[src/rtl/demux_pkg.sv]
// rtl/demux_pkg.sv - shared types and constants for the 1-to-4 routing stage
package demux_pkg;
  localparam int NUM_CH = 4;

  typedef logic [1:0] ch_sel_t;

  typedef enum logic {
    EMPTY = 1'b0,
    FULL  = 1'b1
  } slot_st_t;
endpackage

[src/rtl/demux_slot.sv]
// rtl/demux_slot.sv - one output channel: single holding slot, data register and transfer counter
module demux_slot
  import demux_pkg::*;
#(
  parameter int W     = 8,
  parameter int CNT_W = 8
) (
  input  logic             Clk,
  input  logic             Reset_n,
  input  logic             i_load,
  input  logic [W-1:0]     i_data,
  input  logic             i_out_ready,
  output logic             o_can_accept,
  output logic             o_out_valid,
  output logic [W-1:0]     o_out_data,
  output logic [CNT_W-1:0] o_xfer_cnt
);

  slot_st_t         r_state;
  slot_st_t         w_next_state;
  logic [W-1:0]     r_data;
  logic [CNT_W-1:0] r_cnt;
  logic             w_drain;

  assign w_drain = (r_state == FULL) & i_out_ready;

  always_ff @(posedge Clk or negedge Reset_n) begin
    if (!Reset_n) begin
      r_state <= EMPTY;
    end else begin
      r_state <= w_next_state;
    end
  end

  // A drain and a load in the same cycle keeps the slot FULL with the new word.
  always_comb begin
    w_next_state = r_state;
    case (r_state)
      EMPTY: if (i_load) w_next_state = FULL;
      FULL:  if (w_drain && !i_load) w_next_state = EMPTY;
      default: w_next_state = EMPTY;
    endcase
  end

  always_ff @(posedge Clk or negedge Reset_n) begin
    if (!Reset_n) begin
      r_data <= '0;
      r_cnt  <= '0;
    end else if (i_load) begin
      r_data <= i_data;
      r_cnt  <= r_cnt + 1'b1;
    end
  end

  assign o_can_accept = (r_state == EMPTY) | i_out_ready;
  assign o_out_valid  = (r_state == FULL);
  assign o_out_data   = r_data;
  assign o_xfer_cnt   = r_cnt;

endmodule

[src/rtl/demux4_pipe.sv]
// rtl/demux4_pipe.sv - steers one valid/ready input word per cycle to one of four registered channels
module demux4_pipe
  import demux_pkg::*;
#(
  parameter int W     = 8,
  parameter int CNT_W = 8
) (
  input  logic                    Clk,
  input  logic                    Reset_n,
  input  logic                    in_valid,
  output logic                    in_ready,
  input  ch_sel_t                 in_sel,
  input  logic [W-1:0]            in_data,
  output logic [NUM_CH-1:0]       out_valid,
  input  logic [NUM_CH-1:0]       out_ready,
  output logic [NUM_CH*W-1:0]     out_data,
  output logic [NUM_CH*CNT_W-1:0] xfer_cnt,
  output logic                    busy
);

  logic [NUM_CH-1:0] w_can_accept;
  logic [NUM_CH-1:0] w_load;

  // Only the addressed channel can stall the input; others keep flowing.
  assign in_ready = Reset_n & w_can_accept[in_sel];
  assign busy     = |out_valid;

  for (genvar k = 0; k < NUM_CH; k++) begin : g_slot
    assign w_load[k] = in_valid & in_ready & (in_sel == ch_sel_t'(k));

    demux_slot #(
      .W     (W),
      .CNT_W (CNT_W)
    ) u_slot (
      .Clk          (Clk),
      .Reset_n      (Reset_n),
      .i_load       (w_load[k]),
      .i_data       (in_data),
      .i_out_ready  (out_ready[k]),
      .o_can_accept (w_can_accept[k]),
      .o_out_valid  (out_valid[k]),
      .o_out_data   (out_data[k*W +: W]),
      .o_xfer_cnt   (xfer_cnt[k*CNT_W +: CNT_W])
    );
  end

endmodule
[config.mk]
export PLATFORM = sky130hd
export DESIGN_NAME = demux4_pipe
export DESIGN_NICKNAME = d
export VERILOG_FILES = /design/src/rtl/demux_pkg.sv /design/src/rtl/demux_slot.sv /design/src/rtl/demux4_pipe.sv
export SDC_FILE = /design/constraint.sdc
export NUM_CORES = 1
export LEC_CHECK = 0
export CORE_ASPECT_RATIO = 1.5
export CORE_MARGIN = 10
export CORE_UTILIZATION = 47
export DETAILED_ROUTE_END_ITERATION = 12
export PLACE_DENSITY = 0.8
export RECOVER_POWER = 50
export SETUP_SLACK_MARGIN = 0.05
export SKIP_CTS_REPAIR_TIMING = 1
export SYNTH_ARGS = -nofsm -noshare
export SYNTH_HDL_FRONTEND = slang
export SYNTH_SLANG_ARGS = --single-unit
[constraint.sdc]
create_clock -name Clk -period 2.3 [get_ports Clk]
set_clock_uncertainty 0.05 [all_clocks]
set_input_delay 0.23 -clock Clk [delete_from_list [all_inputs] [get_ports Clk]]
set_output_delay 0.23 -clock Clk [all_outputs]
set_load 0.02 [all_outputs]
==> impl_metrics.env <==
export IMPL_min_period_ns=2.07
export IMPL_status="complete, no violations"
export IMPL_drive_gt1_frac=0.160
export IMPL_post_route_period_util=0.900
export IMPL_slowest_delay_ns=0.54
export IMPL_rsz0062_at_grt="false"
export IMPL_setup_worst_path_class="in -> reg"
export IMPL_async_reset_ff_frac=1.00
export IMPL_hp_class="in -> async"
export IMPL_avgSynthCellArea_um2=12.7
export IMPL_via_count=2024
export IMPL_yosysWarningCount=0
export IMPL_cp_slowest_cell="dlygate4sd3_1"
export IMPL_core_area_mm2=0.00587
export IMPL_irDropWorstVdd_mv=0.755
export IMPL_design_die_area_mm2=0.00968
export IMPL_hold_viol=0
export IMPL_dpl_hpwl_mm=5.01
export IMPL_insertion_delay_ns=0.33
export IMPL_wirelength_mm=6.72
export IMPL_clockBufferDepth=2
export IMPL_powerDensity_mw_per_mm2=961
export IMPL_reg2reg_from="g_slot[0].u_slot.o_out_valid$_DFF_PN0_"
export IMPL_start_util=0.488
export IMPL_grt_overflow=0
export IMPL_cts_tree="done"
export IMPL_cts_root_buffer="clkbuf_8"
export IMPL_num_rows=34
export IMPL_syn_area_mm2=0.00287
export IMPL_drv_cap=0
export IMPL_remaining_drc_errors=0
export IMPL_worst_r2r_setup_slack_ns=0.73
export IMPL_routedWlPerCell_um=16.9
export IMPL_leakage_nw=1.80
export IMPL_end_kind="flop"
export IMPL_worstMarginPinSlew_ns=0.888
export IMPL_fp_dieH_um=116
export IMPL_antenna_found_initial=0
export IMPL_route_antenna_remaining_nets=0
export IMPL_drt_iter0_markers=109
export IMPL_area_growth_pct=40.3
export IMPL_grt_total_usage=0.139
export IMPL_path_cells="dlygate4sd3_1, clkbuf_1, nand2_1, nor4b_4, buf_12, mux2_2"
export IMPL_nFillCells=460
export IMPL_ys_flop_type="dfrtp_1"
export IMPL_numCtsBuffers=9
export IMPL_final_common_cell="dfrtp_1"
export IMPL_clk_pin_slew_ns=0.07
export IMPL_dr_pass1_iters=4
export IMPL_syn_nets=246
export IMPL_placed_cell_area_mm2=0.00381
export IMPL_numPortBuffers=86
export IMPL_cp_data_arrival_time_ns=2.24
export IMPL_cts_htree_levels=3
export IMPL_grt_pass1_wl_mm=10.8
export IMPL_die_w_um=83.8
export IMPL_slew_viol_final=0
export IMPL_fin_nets=341
export IMPL_diodes=0
export IMPL_startpoint_type="input pin"
export IMPL_synth_distinct_cells=31
export IMPL_worstPathMaxFanout=17
export IMPL_grt_max_degree=66
export IMPL_gp_congestion=0.854
export IMPL_cts_sinks=68
export IMPL_r2r_end="g_slot[0].u_slot.o_out_data[4]$_DFFE_PN0P_"
export IMPL_tns_ns=0
export IMPL_yosysSeqAreaShare=0.594
export IMPL_synth_edf_count=0
export IMPL_routed_via_density=5.10
export IMPL_first_global_vias=2122
export IMPL_finalSetupViolCount=0
export IMPL_final_cell_area_mm2=0.00402
export IMPL_max_freq_ghz=0.483
export IMPL_final_cell_mix="dfrtp_1 (68), clkdlybuf4s50_1 (56), nand2_1 (38)"
export IMPL_synthCells=225
export IMPL_worstPathRequired_ns=2.47
export IMPL_slew_headroom=0.408
export IMPL_ys_ff_latch=68
export IMPL_io_pins=87
export IMPL_reg2regPathDepth=4
## area by class of cell
type	count	area [um^2]	area share
clock buffers	10	138	0.0342
clock inverters	6	63.8	0.0159
inverters	1	3.75	0.000933
multi-input cells	146	1080	0.269
flip-flops and latches	68	1700	0.423
well taps	72	90.1	0.0224
repair buffers	94	945	0.235
## through the flow
step | hold slack, ns | instances | setup WS [ns] | utilization | total power (W)
after global placement | 0.0190 | 380 | 0.119 | 0.649 | 0.00294
after detailed placement | 0.0199 | 380 | 0.0869 | 0.649 | 0.00297
final | 0.298 | 397 | 0.229 | 0.685 | 0.00387
after floorplan | -0.116 | 225 | 0.633 | - | 0.00227
after CTS | -0.346 | 396 | 0.0407 | 0.684 | 0.00396
after global routing | 0.318 | 397 | 0.106 | 0.685 | 0.00408
## worst max path at each step
stage	depth (start not counted)	to	from
2_1_floorplan	4	g_slot[2].u_slot.o_out_data[7]$_DFFE_PN0P_	g_slot[2].u_slot.o_out_valid$_DFF_PN0_
3_3_place_gp	5	in_ready	in_sel[1]
3_5_place_dp	5	in_ready	in_sel[1]
4_1_cts	5	in_ready	g_slot[0].u_slot.o_out_valid$_DFF_PN0_
5_1_grt	6	g_slot[2].u_slot.o_out_data[0]$_DFFE_PN0P_	Reset_n
6_report	6	g_slot[2].u_slot.o_out_data[1]$_DFFE_PN0P_	Reset_n
## cell families after synthesis
kind of cell	share of synthesized area
AO/OA/AOI/OAI	0.00611
adder cells (fa/ha/maj)	0.0175
XOR/XNOR	0.0856
buffers and inverters	0.0284
AND/OR/NAND/NOR	0.159
flip-flops	0.594
multiplexers	0.110
## registers in the layout, indices dropped and copies added, names as in the netlist
name / flops
g_slot.u_slot.o_out_data: 32
g_slot.u_slot.o_out_valid: 4
g_slot.u_slot.o_xfer_cnt: 32
## routing by layer
layer | up-vias | track usage | wire, um
li1 | 953 | - | -
met1 | 1005 | 0.148 | 2710
met2 | 60 | 0.243 | 3480
met3 | 6 | 0.0618 | 453
met4 | 0 | 0.0437 | 76
met5 | - | 0 | 0
## critical path: cells and delay by family
kind          cells  cell delay (ns)
buf+inv           3             1.05
simple gates      2             0.61
mux               1             0.34
## power by group
part	switching (W)	leakage [nW]	total, W	internal [W]
combinational	0.000623	0.831	0.00123	0.000607
sequential	0.000210	0.869	0.00165	0.00144
clock	0.000457	0.0983	0.000985	0.000528
## cells in the mapped netlist (2+ instances only)
| cell type | count | share of area |
|---|---|---|
| nor2_1 | 3 | 0.0039 |
| xor2_1 | 6 | 0.018 |
| and2_1 | 4 | 0.0087 |
| mux2_2 | 22 | 0.086 |
| nand2b_1 | 2 | 0.0044 |
| ha_1 | 4 | 0.017 |
| nand2_2 | 2 | 0.0044 |
| nand4_1 | 11 | 0.024 |
| buf_2 | 2 | 0.0035 |
| o21ai_0 | 2 | 0.0035 |
| or2_2 | 3 | 0.0066 |
| nand3_1 | 8 | 0.014 |
| buf_6 | 3 | 0.012 |
| dfrtp_1 | 68 | 0.59 |
| mux2_1 | 5 | 0.020 |
| nand2_1 | 37 | 0.048 |
| buf_4 | 4 | 0.010 |
| xnor2_1 | 22 | 0.067 |
| and3_1 | 3 | 0.0066 |
| nor2b_1 | 2 | 0.0044 |
| nor3_1 | 2 | 0.0035 |
No activity file was read; power rests on OpenSTA's default activity.
